**config.mk**
```make
export PLATFORM = sky130hd
export DESIGN_NAME = safe_lock_controller_flat
export DESIGN_NICKNAME = d
export VERILOG_FILES = /design/src/rtl/safe_lock_controller_if.sv /design/src/rtl/safe_lock_controller.sv /design/src/flat_wrapper.sv
export SDC_FILE = /design/constraint.sdc
export NUM_CORES = 1
export LEC_CHECK = 0
export CORE_ASPECT_RATIO = 2
export CORE_UTILIZATION = 45
export CTS_CLUSTER_SIZE = 16
export DETAILED_ROUTE_END_ITERATION = 10
export PLACE_DENSITY = 0.68
export SLEW_MARGIN = 0
export SYNTH_ARGS = -nofsm -noshare
export SYNTH_HDL_FRONTEND = slang
export SYNTH_SLANG_ARGS = --single-unit
```
**constraint.sdc**
```tcl
create_clock -name clk -period 3.4 [get_ports clk]
set_clock_uncertainty 0.15 [all_clocks]
set_input_delay 0.34 -clock clk [delete_from_list [all_inputs] [get_ports clk]]
set_output_delay 0.34 -clock clk [all_outputs]
set_load 0.01 [all_outputs]
```
**src/rtl/safe_lock_controller_if.sv**
```systemverilog
// Keypad strobe and display/servo bundle of the safe lock controller.
// master = keypad/output side, slave = safe_lock_controller.
interface safe_lock_controller_if;
  logic        key_valid;
  logic [3:0]  key_code;
  logic [3:0]  state;
  logic [3:0]  chance_count;
  logic [15:0] input_data;
  logic [5:0]  timer_min;
  logic [5:0]  timer_sec;
  logic        door_open;

  modport master (
    output key_valid, key_code,
    input  state, chance_count, input_data, timer_min, timer_sec, door_open
  );

  modport slave (
    input  key_valid, key_code,
    output state, chance_count, input_data, timer_min, timer_sec, door_open
  );
endinterface

```
**src/rtl/safe_lock_controller.sv**
```systemverilog
// Digital safe sequencer: keypad entry, password check, retry budget, lockout and auto-relock timing.
// Optional password change via SET in OPEN is enabled by defining SAFE_PW_CHANGE_EN.
module safe_lock_controller #(
  parameter int PW_DIGITS = 4,
  parameter int MAX_CHANCE = 3,
  parameter int TICK_DIV = 50000000,
  parameter int OPEN_SEC = 10,
  parameter int FAIL_SEC = 2,
  parameter int LOCKOUT_SEC = 30,
  parameter logic [4*PW_DIGITS-1:0] DEFAULT_PW = 16'h1234
) (
  input logic clk,
  input logic rst,
  safe_lock_controller_if.slave bus
);

  localparam int DW = 4 * PW_DIGITS;
  localparam int CW = $clog2(PW_DIGITS + 1);
  localparam int PRW = (TICK_DIV > 1) ? $clog2(TICK_DIV) : 1;
  localparam logic [PRW-1:0] TICK_LAST = PRW'(TICK_DIV - 1);
  localparam logic [5:0] OPEN_MIN = 6'(OPEN_SEC / 60);
  localparam logic [5:0] OPEN_S = 6'(OPEN_SEC % 60);
  localparam logic [5:0] FAIL_MIN = 6'(FAIL_SEC / 60);
  localparam logic [5:0] FAIL_S = 6'(FAIL_SEC % 60);
  localparam logic [5:0] LOCK_MIN = 6'(LOCKOUT_SEC / 60);
  localparam logic [5:0] LOCK_S = 6'(LOCKOUT_SEC % 60);
  localparam logic [3:0] CHANCE_INIT = 4'(MAX_CHANCE);

  typedef enum logic [3:0] {
    ST_IDLE    = 4'd0,
    ST_INPUT   = 4'd1,
    ST_CHECK   = 4'd2,
    ST_OPEN    = 4'd3,
    ST_FAIL    = 4'd4,
    ST_LOCKOUT = 4'd5,
    ST_SET_PW  = 4'd6
  } state_t;

  state_t          state_reg, state_next;
  logic [3:0]      chance_reg, chance_next;
  logic [DW-1:0]   data_reg, data_next;
  logic [CW-1:0]   count_reg, count_next;
  logic [5:0]      min_reg, min_next;
  logic [5:0]      sec_reg, sec_next;
  logic [PRW-1:0]  presc_reg, presc_next;
  logic            door_reg, door_next;
  logic [DW-1:0]   pw_reg;

  logic key_digit, key_enter, key_clear, key_lock;
  assign key_digit = bus.key_valid && (bus.key_code <= 4'd9);
  assign key_enter = bus.key_valid && (bus.key_code == 4'hA);
  assign key_clear = bus.key_valid && (bus.key_code == 4'hB);
  assign key_lock  = bus.key_valid && (bus.key_code == 4'hC);

`ifdef SAFE_PW_CHANGE_EN
  logic          key_set;
  logic [DW-1:0] pw_next;
  assign key_set = bus.key_valid && (bus.key_code == 4'hD);

  always_ff @(posedge clk or posedge rst) begin
    if (rst) pw_reg <= DEFAULT_PW;
    else     pw_reg <= pw_next;
  end
`else
  assign pw_reg = DEFAULT_PW;
`endif

  logic [PW_DIGITS-1:0] digit_match;
  logic                 pw_match;
  genvar gi;
  generate
    for (gi = 0; gi < PW_DIGITS; gi++) begin : g_cmp
      assign digit_match[gi] = (data_reg[4*gi +: 4] == pw_reg[4*gi +: 4]);
    end
  endgenerate
  assign pw_match = &digit_match;

  // The tick that would take the timer to 00:00 is the one that ends the timed state.
  logic       tick, expire;
  logic [5:0] dec_min, dec_sec;
  assign tick   = (presc_reg == TICK_LAST);
  assign expire = tick && (min_reg == 6'd0) && (sec_reg <= 6'd1);

  always_comb begin
    dec_min = min_reg;
    dec_sec = sec_reg - 6'd1;
    if (sec_reg == 6'd0) begin
      dec_min = min_reg - 6'd1;
      dec_sec = 6'd59;
    end
  end

  logic       go_idle, run_timer, do_load;
  logic [5:0] load_min, load_sec;

  always_comb begin
    state_next  = state_reg;
    chance_next = chance_reg;
    data_next   = data_reg;
    count_next  = count_reg;
    min_next    = min_reg;
    sec_next    = sec_reg;
    presc_next  = presc_reg;
    go_idle     = 1'b0;
    run_timer   = 1'b0;
    do_load     = 1'b0;
    load_min    = 6'd0;
    load_sec    = 6'd0;
`ifdef SAFE_PW_CHANGE_EN
    pw_next     = pw_reg;
`endif

    case (state_reg)
      ST_IDLE: begin
        if (key_digit) begin
          state_next = ST_INPUT;
          data_next  = {{(DW-4){1'b0}}, bus.key_code};
          count_next = CW'(1);
        end
      end
      ST_INPUT: begin
        if (key_digit && (count_reg < CW'(PW_DIGITS))) begin
          data_next  = {data_reg[DW-5:0], bus.key_code};
          count_next = count_reg + CW'(1);
        end else if (key_clear) begin
          data_next  = '0;
          count_next = '0;
        end else if (key_enter && (count_reg == CW'(PW_DIGITS))) begin
          state_next = ST_CHECK;
        end
      end
      ST_CHECK: begin
        do_load = 1'b1;
        if (pw_match) begin
          state_next  = ST_OPEN;
          chance_next = CHANCE_INIT;
          load_min    = OPEN_MIN;
          load_sec    = OPEN_S;
        end else if (chance_reg > 4'd1) begin
          state_next  = ST_FAIL;
          chance_next = chance_reg - 4'd1;
          load_min    = FAIL_MIN;
          load_sec    = FAIL_S;
        end else begin
          state_next  = ST_LOCKOUT;
          chance_next = 4'd0;
          load_min    = LOCK_MIN;
          load_sec    = LOCK_S;
        end
      end
      ST_OPEN: begin
        if (expire || key_lock) begin
          go_idle = 1'b1;
`ifdef SAFE_PW_CHANGE_EN
        end else if (key_set) begin
          state_next = ST_SET_PW;
          data_next  = '0;
          count_next = '0;
`endif
        end else begin
          run_timer = 1'b1;
        end
      end
      ST_FAIL: begin
        if (expire) go_idle = 1'b1;
        else        run_timer = 1'b1;
      end
      ST_LOCKOUT: begin
        if (expire) begin
          go_idle     = 1'b1;
          chance_next = CHANCE_INIT;
        end else begin
          run_timer = 1'b1;
        end
      end
`ifdef SAFE_PW_CHANGE_EN
      ST_SET_PW: begin
        if (key_digit && (count_reg < CW'(PW_DIGITS))) begin
          data_next  = {data_reg[DW-5:0], bus.key_code};
          count_next = count_reg + CW'(1);
        end else if (key_clear) begin
          data_next  = '0;
          count_next = '0;
        end else if ((key_enter && (count_reg == CW'(PW_DIGITS))) || key_lock) begin
          if (key_enter) pw_next = data_reg;
          state_next = ST_OPEN;
          do_load    = 1'b1;
          load_min   = OPEN_MIN;
          load_sec   = OPEN_S;
        end
      end
`endif
      default: go_idle = 1'b1;
    endcase

    if (run_timer) begin
      if (tick) begin
        presc_next = '0;
        min_next   = dec_min;
        sec_next   = dec_sec;
      end else begin
        presc_next = presc_reg + PRW'(1);
      end
    end
    if (do_load) begin
      presc_next = '0;
      min_next   = load_min;
      sec_next   = load_sec;
    end
    // Every return to IDLE leaves a blank buffer and a stopped 00:00 timer.
    if (go_idle) begin
      state_next = ST_IDLE;
      data_next  = '0;
      count_next = '0;
      min_next   = 6'd0;
      sec_next   = 6'd0;
      presc_next = '0;
    end
    door_next = (state_next == ST_OPEN) || (state_next == ST_SET_PW);
  end

  always_ff @(posedge clk or posedge rst) begin
    if (rst) begin
      state_reg  <= ST_IDLE;
      chance_reg <= CHANCE_INIT;
      data_reg   <= '0;
      count_reg  <= '0;
      min_reg    <= 6'd0;
      sec_reg    <= 6'd0;
      presc_reg  <= '0;
      door_reg   <= 1'b0;
    end else begin
      state_reg  <= state_next;
      chance_reg <= chance_next;
      data_reg   <= data_next;
      count_reg  <= count_next;
      min_reg    <= min_next;
      sec_reg    <= sec_next;
      presc_reg  <= presc_next;
      door_reg   <= door_next;
    end
  end

  assign bus.state        = state_reg;
  assign bus.chance_count = chance_reg;
  assign bus.input_data   = data_reg;
  assign bus.timer_min    = min_reg;
  assign bus.timer_sec    = sec_reg;
  assign bus.door_open    = door_reg;

endmodule
```
**src/flat_wrapper.sv**
```systemverilog
// flat-port wrapper written by rule: the top's interface ports become plain ports
module safe_lock_controller_flat 
#(
  parameter int PW_DIGITS = 4,
  parameter int MAX_CHANCE = 3,
  parameter int TICK_DIV = 50000000,
  parameter int OPEN_SEC = 10,
  parameter int FAIL_SEC = 2,
  parameter int LOCKOUT_SEC = 30,
  parameter logic [4*PW_DIGITS-1:0] DEFAULT_PW = 16'h1234
)
  (clk, rst, bus_key_valid, bus_key_code, bus_state, bus_chance_count, bus_input_data, bus_timer_min, bus_timer_sec, bus_door_open);
  safe_lock_controller_if bus_i ();
  input logic clk;
  input logic rst;
  input wire logic [$bits(bus_i.key_valid)-1:0] bus_key_valid;
  input wire logic [$bits(bus_i.key_code)-1:0] bus_key_code;
  output wire logic [$bits(bus_i.state)-1:0] bus_state;
  output wire logic [$bits(bus_i.chance_count)-1:0] bus_chance_count;
  output wire logic [$bits(bus_i.input_data)-1:0] bus_input_data;
  output wire logic [$bits(bus_i.timer_min)-1:0] bus_timer_min;
  output wire logic [$bits(bus_i.timer_sec)-1:0] bus_timer_sec;
  output wire logic [$bits(bus_i.door_open)-1:0] bus_door_open;
  assign bus_i.key_valid = bus_key_valid;
  assign bus_i.key_code = bus_key_code;
  assign bus_state = bus_i.state;
  assign bus_chance_count = bus_i.chance_count;
  assign bus_input_data = bus_i.input_data;
  assign bus_timer_min = bus_i.timer_min;
  assign bus_timer_sec = bus_i.timer_sec;
  assign bus_door_open = bus_i.door_open;
  safe_lock_controller #(.PW_DIGITS(PW_DIGITS), .MAX_CHANCE(MAX_CHANCE), .TICK_DIV(TICK_DIV), .OPEN_SEC(OPEN_SEC), .FAIL_SEC(FAIL_SEC), .LOCKOUT_SEC(LOCKOUT_SEC), .DEFAULT_PW(DEFAULT_PW)) u_core (.clk(clk), .rst(rst), .bus(bus_i));
endmodule
```
; ---- Word-level counts from Yosys, hierarchy flattened
; Cells that the tools add are included.
[word_totals]
register_bits = 66
latch_bits = 0
mem_bits_rw = 0
rom_bits = 0
in_bits = 7
mem_count = 0
out_inout_bits = 37
[classes]
n_mux = 46
n_reduce_logical = 25
n_bitwise = 0
n_div = 0
shifts = 0
n_lt_le_gt_ge = 4
addsub = 5
mul = 0
n_eq_ne = 19
[ops]
columns = operator, n
row1 = 26-bit 2-to-1 mux, 4
row2 = 6-bit 2-to-1 mux, 12
row3 = 16-bit 2-to-1 mux, 4
row4 = 4-bit 2-to-1 mux, 9
row5 = 16-bit case mux with 2 select lines, 1
row6 = "26-bit by 1-bit adder with 26-bit output, second input constant", 1
row7 = "26-bit equality test, second input constant", 1
row8 = "4-bit by 2-bit equality test with 1-bit output, second input constant", 5
row9 = "4-bit by 3-bit equality test with 1-bit output, second input constant", 4
row10 = "4-bit equality test, second input constant", 3
row11 = 6-bit zero test, 2
row12 = 3-bit 2-to-1 mux, 4
row13 = 4-bit case mux with 3 select lines, 1
row14 = 3-bit nonzero test, 4
row15 = "6-bit by 1-bit subtractor with 6-bit output, second input constant", 2
row16 = "4-bit by 1-bit equality test with 1-bit output, second input constant", 2
row17 = 1-bit logical AND, 8
row18 = 4-bit case mux with 2 select lines, 1
row19 = "6-bit by 1-bit <= comparator with 1-bit output, second input constant", 1
row20 = 1-bit 2-to-1 mux, 6
row21 = 3-bit case mux with 2 select lines, 1
row22 = 3-bit AND reduction, 2
row23 = 5-bit 2-to-1 mux, 1
row24 = "4-bit by 1-bit > comparator with 1-bit output, second input constant", 1
row25 = 17 further kinds, 19

; ---- Depth between registers and ports, before layout
[logic_depth]
depth_word = 10
mapped_depth = 10

; ---- Worst setup path before layout
; OpenSTA, ideal clock, no wires.
[synth_timing]
kind = register to register
from = reg u_core.presc_reg[0]
to = reg u_core.data_reg[6] (netlist: u_core.bus.input_data[6])
period_less_slack_ps = 2674
stages_incl_launch_ff = 10
arrival_ps = 2403
slack_ps = 726
cell_sequence = dfrtp_1 -> ha_1 -> nand3_2 -> or4_4 -> or4_4 -> buf_6 -> and3_4 -> buf_6 -> buf_8 -> a22o_1
[synth_via]
elab_chain_len = 8
elab_cells_between_ends = 12
[synth_lines]
columns = item, line_no
row1 = start: declaration, safe_lock_controller.sv:45  ; logic [PRW-1:0] presc_reg, presc_next;
row2 = start signal: assignment, safe_lock_controller.sv:239  ; presc_reg <= presc_next;
row3 = 26-bit equality test (*), safe_lock_controller.sv:81  ; assign tick = (presc_reg == TICK_LAST);
row4 = 1-bit logical AND (*) (2 in series), safe_lock_controller.sv:82  ; assign expire = tick && (min_reg == 6'd0) && (sec_reg <= 6'd1);
row5 = 1-bit logical OR, safe_lock_controller.sv:152  ; if (expire || key_lock) begin
row6 = 1-bit 2-to-1 mux, safe_lock_controller.sv:152
row7 = 1-bit case mux with 3 select lines (*), safe_lock_controller.sv:113  ; case (state_reg)
row8 = "4-bit by 1-bit inequality test with 1-bit output (no line), or another cell as far along", -
row9 = 3-bit AND reduction (no line), -
row10 = end signal: assignment, safe_lock_controller.sv:235  ; data_reg <= data_next;
row11 = end: declaration, safe_lock_controller.sv:41  ; logic [DW-1:0] data_reg, data_next;
; Every way passes the cells marked *; elsewhere a longest branch is shown, timed or not.
; A chain may end at the register's enable or synchronous reset.

; ---- Worst setup path in the final report
[layout_timing]
from = reg u_core.presc_reg[0]
to = reg u_core.sec_reg[3] (netlist: u_core.bus.timer_sec[3])
[layout_via]
elab_chain_len = 8
elab_cells_between_ends = 14
[layout_lines]
columns = item, line_no
row1 = 26-bit equality test (*), safe_lock_controller.sv:81
row2 = 1-bit logical AND (2 in series), safe_lock_controller.sv:82
row3 = 1-bit logical OR, safe_lock_controller.sv:152
row4 = 1-bit 2-to-1 mux, safe_lock_controller.sv:152
row5 = 1-bit case mux with 3 select lines or 1-bit case mux with 2 select lines (tied branches), safe_lock_controller.sv:113
row6 = 3-bit nonzero test (no line), -
row7 = 2-bit AND reduction (no line), -
row8 = end signal: assignment, safe_lock_controller.sv:238  ; sec_reg <= sec_next;
row9 = end: declaration, safe_lock_controller.sv:44  ; logic [5:0] sec_reg, sec_next;
; Marks and branches as above.

==> metrics list <==
- Largest vdd supply drop: 0.338 mV
- The number of antenna violations at the first check in global routing is 0.
- Total power for the finished layout comes to 2.33 mW.
* Count of unique library cells instantiated by Yosys: 64
* Vias in the first global route: 3,251
- Library cell occupying the most area in the post-synthesis netlist: dfrtp_1
* Endpoints failing hold: 0
* #FFs+latches synth: 66
* Gate count of the mapped netlist: 404
* Initial core utilization: 46.8%
- First-pass GRT wire length: 16.1 mm
- During I/O placement, the number of pins put on the boundary was 44.
- After clock tree synthesis, the setup repair step added 0 buffers.
- The floorplan has 46 rows.
- For this run, the detailed router's first-pass iteration total came to 6.
- Capturing element type of the critical path: flip-flop
- Pin count of the biggest net entering global routing: 35
* Post-synthesis cell area: 0.00374 sq mm
- The later pin in the worst-skew pair is clocked with a latency of 340 ps.
- Yosys printed 0 warnings.
- MaxCap Viol Count: 0
- Cts hold-fix bufs: 0
- The final layout contains 465 nets.
- The core region is 0.00800 sq mm.
- Final Critical Period: 2830 ps
- Signed area change from the synthesized netlist to the final layout: 23.9%
* TritonCTS clock tree: yes
* Quantity of I/O buffers inserted on ports: 43
* Slew Limit Headroom: 51.1%
- The setup path with the least slack is of type reg2reg.
- Master cell of the clock root buffer: clkbuf_16
- Summing the sequential cell areas from Yosys gives 44.2% of the chip area.
- On the critical path, the stage with the largest delay is an instance of o21ai_1.
* Multi-input combinational cell area: 0.00194 sq mm
- Number of enable-type register cells in the synthesized netlist: 0
- Share of final-layout standard cells stronger than drive strength 1: 10.1%
* Global placer's final weighted congestion: 0.922
- Sum of routed wire length over all layers: 9.98 mm
* Via total after detailed routing: 3,311
- Post-synth top cells: 64 x dfrtp_1, 41 x nor2_1, 26 x nand2_1
* Accumulated negative setup slack: 0 ps
- The floorplan step defined a die boundary enclosing 0.00870 sq mm.
* Share of synthesized registers carrying an async set or reset: 100%
- Hold WC Path Type: in2async
- DR iter-0 viols: 209
- A synthesized cell averages 9.26 sq um.
- Slew at the pin with the worst max-slew slack: 732 ps
- In this design, the stage delay of the slowest critical-path cell is 570 ps.
- Maximum clock insertion buffer count: 2
- For this run the aggregate overflow at the end of global routing stands at 0.
- The number of gates resized after CTS was 0.
- Cts bufs inserted: 9
- Dividing total power by cell area gives a power density of 502 mW/mm^2.
- Walking the worst path, the cells encountered are ha_1 -> nand3_2 -> or4_4 -> o21ai_1 -> nand2_1 -> o41ai_1.
- The H-tree generated during clock tree synthesis spans 3 levels.
- Dividing the final minimum period by the clock period gives 83.3%.
- Fill cell instance count of the final layout: 724
* Count of inserted antenna diode cells: 0
* Unrepaired setup endpoints after global routing: no
* Fraction of post-synthesis cell area in the top cell type by area: 42.8%
- The most used flip-flop cell after synthesis is dfrtp_1.
- Count of nets left with antenna violations after detail routing: 0
- Biggest fanout along the worst timing path: 9
* Highest clock frequency the design can meet: 353 MHz
- Leakage power figure: 1.93 nW
- When the netlist entered floorplanning its net count stood at 420.
- For the worst setup path, the data arrival time is 2890 ps.
* Max FFs per register: 26
- In the final layout, flip-flops and latches occupy 0.00165 sq mm.
* Floorplan die height: 131 um
- Residual DRC: 0
- The max-slew violation total from the final report was 0.
* Non-filler instance count after layout: 550
- Data required time at the worst endpoint: 3460 ps
* Biggest area contributors in the synthesized netlist: dfrtp_1 43%, nor2_1 4.1%, a22o_1 4.0%, o21ai_0 3.3%, ha_1 3.0%
* HPWL reported at the end of detailed placement: 7.52 mm
* Number of sinks handled by clock tree synthesis: 66
- Launching element type of the critical path: flip-flop
- Routed via count divided by cell count: 6.02
- Final setup viols: 0
* GRT Resource Usage Total: 25.3%
* Dpl cells: 534
- The most common cell in the synthesized netlist is dfrtp_1.
- Clock-pin slew was measured on the worst setup and hold paths at 60 ps.
* Wirelength per Cell: 18.1 um
- Chip width: 66.5 um
- Result of the run: completed
## cells in the final DEF, fill, tap and decap left out, drive strengths merged, types with 5 or more instances in the layout
| master | count |
|---|---|
| nor3 | 15 |
| or4 | 8 |
| buf | 8 |
| xnor2 | 10 |
| clkdlybuf4s50 | 43 |
| nand4 | 11 |
| a21oi | 18 |
| a22o | 17 |
| and3 | 5 |
| clkbuf | 11 |
| nand3 | 20 |
| nor2 | 41 |
| nand2 | 26 |
| dfrtp | 64 |
| nor4 | 11 |
| inv | 18 |
| nand2b | 5 |
| o21ai | 26 |
| ha | 9 |
| or3 | 8 |
| or2 | 5 |
## final cells by class
class | instances | share of cell area (%)
Clock inverter | 5 | 2.16
Multi-Input combinational cell | 303 | 41.8
Sequential cell | 66 | 35.7
Clock buffer | 11 | 5.45
Timing Repair Buffer | 51 | 10.8
Tap cell | 96 | 2.59
Inverter | 18 | 1.46
## worst paths after layout
kind,startpoint,to,slack (ps),cells after the start
setup / recovery,u_core.presc_reg[0]$_DFFE_PP0P_,u_core.bus.timer_sec[3]$_DFFE_PP0P_,570,6
hold / removal,rst,u_core.bus.timer_min[2]$_DFFE_PP0P_,300,2
setup reg to reg,u_core.presc_reg[0]$_DFFE_PP0P_,u_core.bus.timer_sec[3]$_DFFE_PP0P_,570,6
hold reg to reg,u_core.presc_reg[6]$_DFFE_PP0P_,u_core.presc_reg[6]$_DFFE_PP0P_,390,1
max in group asynchronous,rst,u_core.bus.chance_count[0]$_DFFE_PP1P_,2070,3
min in group clk,u_core.presc_reg[6]$_DFFE_PP0P_,u_core.presc_reg[6]$_DFFE_PP0P_,390,1
## power breakdown
| group | switching (mW) | leakage, nW | internal, mW |
|---|---|---|---|
| clock network | 0.333 | 0.176 | 0.753 |
| logic | 0.204 | 0.850 | 0.157 |
| registers | 0.0595 | 0.901 | 0.821 |
## metal layers
layer | global-route usage, % | vias to the layer above | share of wire, %
met5 | 0 | - | 0
met3 | 4.25 | 30 | 3.0
li1 | - | 1583 | -
met1 | 24.7 | 1612 | 35
met2 | 48.0 | 86 | 58
met4 | 14.8 | 0 | 4.1
## stage by stage
step	hold WS, ps	setup WS, ps	cell area (sq um)	util (%)
2_1_floorplan	318	726	3740	-
3_3_place_gp	369	606	4280	53.6
3_5_place_dp	371	537	4280	53.6
4_1_cts	318	596	4640	58.0
5_1_grt	391	389	4640	58.0
6_report	303	566	4640	58.0
## kinds of logic (layout without fill, tap and decap cells)
group	after synthesis	after routing	share of synthesized area, %
AOI/OAI and AO/OA	92	92	16.6
xor gates and xnor gates	12	12	2.81
adders and majority gates	9	9	3.01
buffers and inverters	35	85	4.25
DFF	66	66	44.2
muxes	5	5	1.37
other	1	1	0.100
and+or+nand+nor	184	184	27.7
## critical path, delay by kind of cell, from the launching register on
family	cells	cell delay, ps
AO/OA/AOI/OAI	2	1000
adder cells (fa/ha/maj)	1	220
flip-flops	1	390
AND/OR/NAND/NOR	3	940
No activity file was read; power rests on OpenSTA's default activity.
==> variant 1: new RTL, same settings <==
`DEFAULT_PW` is set to 16'h1234 in 2 places; all go to 16'h091A.
--- a/src/rtl/safe_lock_controller.sv
+++ b/src/rtl/safe_lock_controller.sv
@@ -8,5 +8,5 @@
   parameter int FAIL_SEC = 2,
   parameter int LOCKOUT_SEC = 30,
-  parameter logic [4*PW_DIGITS-1:0] DEFAULT_PW = 16'h1234
+  parameter logic [4*PW_DIGITS-1:0] DEFAULT_PW = 16'h091A
 ) (
   input logic clk,
--- a/src/flat_wrapper.sv
+++ b/src/flat_wrapper.sv
@@ -8,5 +8,5 @@
   parameter int FAIL_SEC = 2,
   parameter int LOCKOUT_SEC = 30,
-  parameter logic [4*PW_DIGITS-1:0] DEFAULT_PW = 16'h1234
+  parameter logic [4*PW_DIGITS-1:0] DEFAULT_PW = 16'h091A
 )
   (clk, rst, bus_key_valid, bus_key_code, bus_state, bus_chance_count, bus_input_data, bus_timer_min, bus_timer_sec, bus_door_open);
Function: changed (Yosys sat finds a counterexample within 10 cycles, from zero or initial values and one cycle with rst high).
==> variant 1 against the unedited design <==
Sequential cell count unchanged; area after synthesis up 0.47%; critical path depth down 1; clock power down 14%; largest cell class unchanged; power down 8.3%; routed wire length down 0.58%; count of clock-buffer cells in the layout down 1; design area down 1.7%; setup slack better by 0.082 ns; non-clock buffer count unchanged; worst hold slack better by 0.0064 ns; highest routed layer unchanged; largest power group unchanged.
==> variant 1: results (changes against the unedited design) <==
vias in the first global route 3,425 (+5.4%); Placer Congestion 0.9734 (+5.6%); register area share after synthesis 0.4401 (-0.002061); status finished clean; filler instances 710 (-1.9%); WHS 0.3098 ns (+0.006380 ns); clock network power share 0.439 (-0.028); metal2 WL 5600 um (-2.4%); via count 3,295 (-0.48%); Switching Fraction 0.2757 (+0.01939); HPWL after DPL 7391 um (-1.7%); Avg Inst Size Synth 9.564 um^2 (+3.3%); cells on worst reg2reg path 5 (-1); final WL 9921 um (-0.58%); drt initial violations 238 (+14%); r2r setup slk 0.65 ns (+0.08 ns); relative slew slack 0.3148 (-0.1962); grt met2 use 0.4422 (-0.03739); Inverters, non-clock 16 (-2); DR vias/cell 6.136 (+1.9%); Setup WS pre-CTS 0.6363 ns (+0.09901 ns); largest net degree at the start of global routing 37 (+5.7%); Crit Path Max Fanout 8 (-1); Placement Cell Area 4253 um^2 (-0.73%); most frequent cells after synthesis 64 x dfrtp_1, 36 x nor2_1, 30 x nand2_1, 22 x nand3_1, 19 x a22o_1; global-route wire length before repair 16,620 um (+3.4%); flip-flop and latch share of the layout cell area 0.3629 (+0.006169)
-- variant 1: changes by cell type after synthesis, sizes merged, moves of 5 or more --
| cell | before | now |
|---|---|---|
| nor3 | 15 | 6 |
| o31ai | 2 | 7 |
| o21ai | 26 | 18 |
| xnor2 | 10 | 5 |
| nor2 | 41 | 36 |
-- variant 1: logic make-up (layout without fill, tap and decap cells) --
family	after synthesis	after routing	share of synthesized area
buffers and inverters	35	83	0.04860
DFF	66	66	0.4401
AOI/OAI and AO/OA	95	95	0.1801
xor gates and xnor gates	10	10	0.02330
and+or+nand+nor	170	170	0.2577
muxes	7	7	0.01931
other	1	1	0.0009977
adders and majority gates	9	9	0.02996
-- variant 1: worst max-delay path: stages, from the launching register on --
cell       delay [ns]
dfrtp_1          0.43
or4b_4           0.56
nor4_4           0.45
o2111ai_1        0.45
nor4_1           0.39
mux2i_1          0.24
-- variant 1: how the worst max path moves through the flow --
stage                                    startpoint                               endpoint  slack (ns)  depth (start not counted)
finish              u_core.presc_reg[8]$_DFFE_PP0P_    u_core.bus.timer_min[5]$_DFFE_PP0P_        0.65                          5
global route        u_core.presc_reg[7]$_DFFE_PP0P_    u_core.bus.timer_min[5]$_DFFE_PP0P_        0.50                          5
CTS                 u_core.presc_reg[8]$_DFFE_PP0P_    u_core.bus.timer_min[5]$_DFFE_PP0P_        0.68                          5
detailed placement                    bus_key_valid       u_core.presc_reg[22]$_DFFE_PP0P_        0.64                          7
global placement    u_core.presc_reg[8]$_DFFE_PP0P_    u_core.bus.timer_min[5]$_DFFE_PP0P_        0.70                          5
floorplan           u_core.presc_reg[8]$_DFFE_PP0P_  u_core.bus.input_data[10]$_DFFE_PP0P_        0.99                          7
==> variant 2: new RTL, config.mk and constraints unchanged <==
Made on the original files. Take the reset off `data_reg` and load it in a clocked block of its own.
--- a/src/rtl/safe_lock_controller.sv
+++ b/src/rtl/safe_lock_controller.sv
@@ -224,5 +224,4 @@
       state_reg  <= ST_IDLE;
       chance_reg <= CHANCE_INIT;
-      data_reg   <= '0;
       count_reg  <= '0;
       min_reg    <= 6'd0;
@@ -233,5 +232,4 @@
       state_reg  <= state_next;
       chance_reg <= chance_next;
-      data_reg   <= data_next;
       count_reg  <= count_next;
       min_reg    <= min_next;
@@ -240,4 +238,8 @@
       door_reg   <= door_next;
     end
+  end
+
+  always_ff @(posedge clk) begin
+    data_reg <= data_next;
   end
 
Formal check against the unedited RTL: not equivalent (a bounded check fails within 4 cycles, from zero or initial values and one cycle with rst high).
==> variant 2 against the unedited design <==
Setup slack better by 0.33 ns; largest cell class unchanged; synthesized cell count shrank 2.7%; design area down 2.7%; critical endpoint is now u_core.presc_reg[25]$_DFFE_PP0P_; critical path type unchanged; sequential cell count unchanged; critical path depth rose by 1; die area down 0.42%; sequential share of layout area decreased by 0.79 points; first-iteration DRC count fell by 27%; highest routed layer unchanged; area after synthesis down 0.43%; routed wire length rose by 0.10%; power shrank 17%; via count decreased by 2.0%.
==> variant 2: results (changes against the unedited design) <==
DR pass1 iterations 4 (-2); register area share after synthesis 0.4226 (-0.01957); peak supply drop 0.3237 mV (-4.1%); FF-to-FF Start u_core.bus.timer_sec[0]$_DFFE_PP0P_; CP Launch Point u_core.bus.timer_sec[0]$_DFFE_PP0P_; Mapped Nets 409 (-2.6%); vias in the first global route 3,310 (+1.8%); Area contributors post-synth dfrtp_1 32%, dfxtp_1 8.6%, nor2_1 5.4%; WL/cell 18.50 um (+2.0%); most frequent cells after synthesis 54 x nor2_1, 48 x dfrtp_1, 18 x nand4_1; global-route wire length before repair 16,180 um (+0.68%); Achievable Freq 0.3993 GHz (+13%); Power Internal 1.402 mW (-19%); share of layout cells above drive strength 1 0.1059 (+0.004534); WHS 0.2392 ns (-0.06420 ns); DP Cell Count 524 (-1.9%); Async S/R FF share, synth 0.7576 (-0.2424); CP max stage cell nor3_1; Setup WS pre-CTS 0.7292 ns (+0.1919 ns); relative slew slack 0.4478 (-0.06321); Static Leak 1.847 nW (-4.1%); DR vias/cell 6.009 (-0.18%); NumNets Final 455 (-2.2%); largest net degree at the start of global routing 28 (-20%); HPWL after DPL 7548 um (+0.36%); Avg Inst Size Synth 9.478 um^2 (+2.4%); filler instances 734 (+1.4%); status finished clean; count of cell types in the netlist 72 (+13%); Final Non-Filler Cells 540 (-1.8%); reg-to-reg endpoint u_core.presc_reg[25]$_DFFE_PP0P_; gr usage total 0.2532 (+0.0003994); clock network power share 0.423 (-0.044); Placement Cell Area 4255 um^2 (-0.67%); combinational power share 0.145 (-0.010); cells on worst reg2reg path 7 (+1); Crit Path Max Fanout 23 (+14); CP max stage delay 0.54 ns (-0.03 ns); Placer Congestion 0.9071 (-1.6%); Hold Path Class in2async; drt initial violations 153 (-27%); Post-CTS Repair Setup Buffers 0 (unchanged); net switching power figure 0.5318 mW (-11%); r2r setup slk 0.90 ns (+0.33 ns)
variant 2: layout make-up:
class                   instances  area (um^2)  share of cell area
clock buffers                  12        236.5             0.05241
multi-input cells             296         2014              0.4465
clock inverters                 4        20.02            0.004437
inverters                      15        56.30             0.01248
flip-flops and latches         66         1574              0.3489
repair buffers                 51        490.5              0.1087
well taps                      96        120.1             0.02662
variant 2: cells by family (layout without fill, tap and decap cells):
family,after synthesis,after routing,synth area share
buffers and inverters,31,82,0.03661
AO/OA/AOI/OAI,80,80,0.1562
multiplexers,9,9,0.02486
adder cells (fa/ha/maj),9,9,0.03023
XOR/XNOR,23,23,0.05408
flip-flops,66,66,0.4226
AND/OR/NAND/NOR,174,174,0.2744
other,1,1,0.001007
variant 2: metal layers:
metal,part of all wire,global-route usage,vias to the layer above
li1,-,-,1551
met1,0.36,0.2385,1614
met2,0.58,0.4820,59
met3,0.021,0.04601,21
met4,0.038,0.1589,0
met5,0,0,-
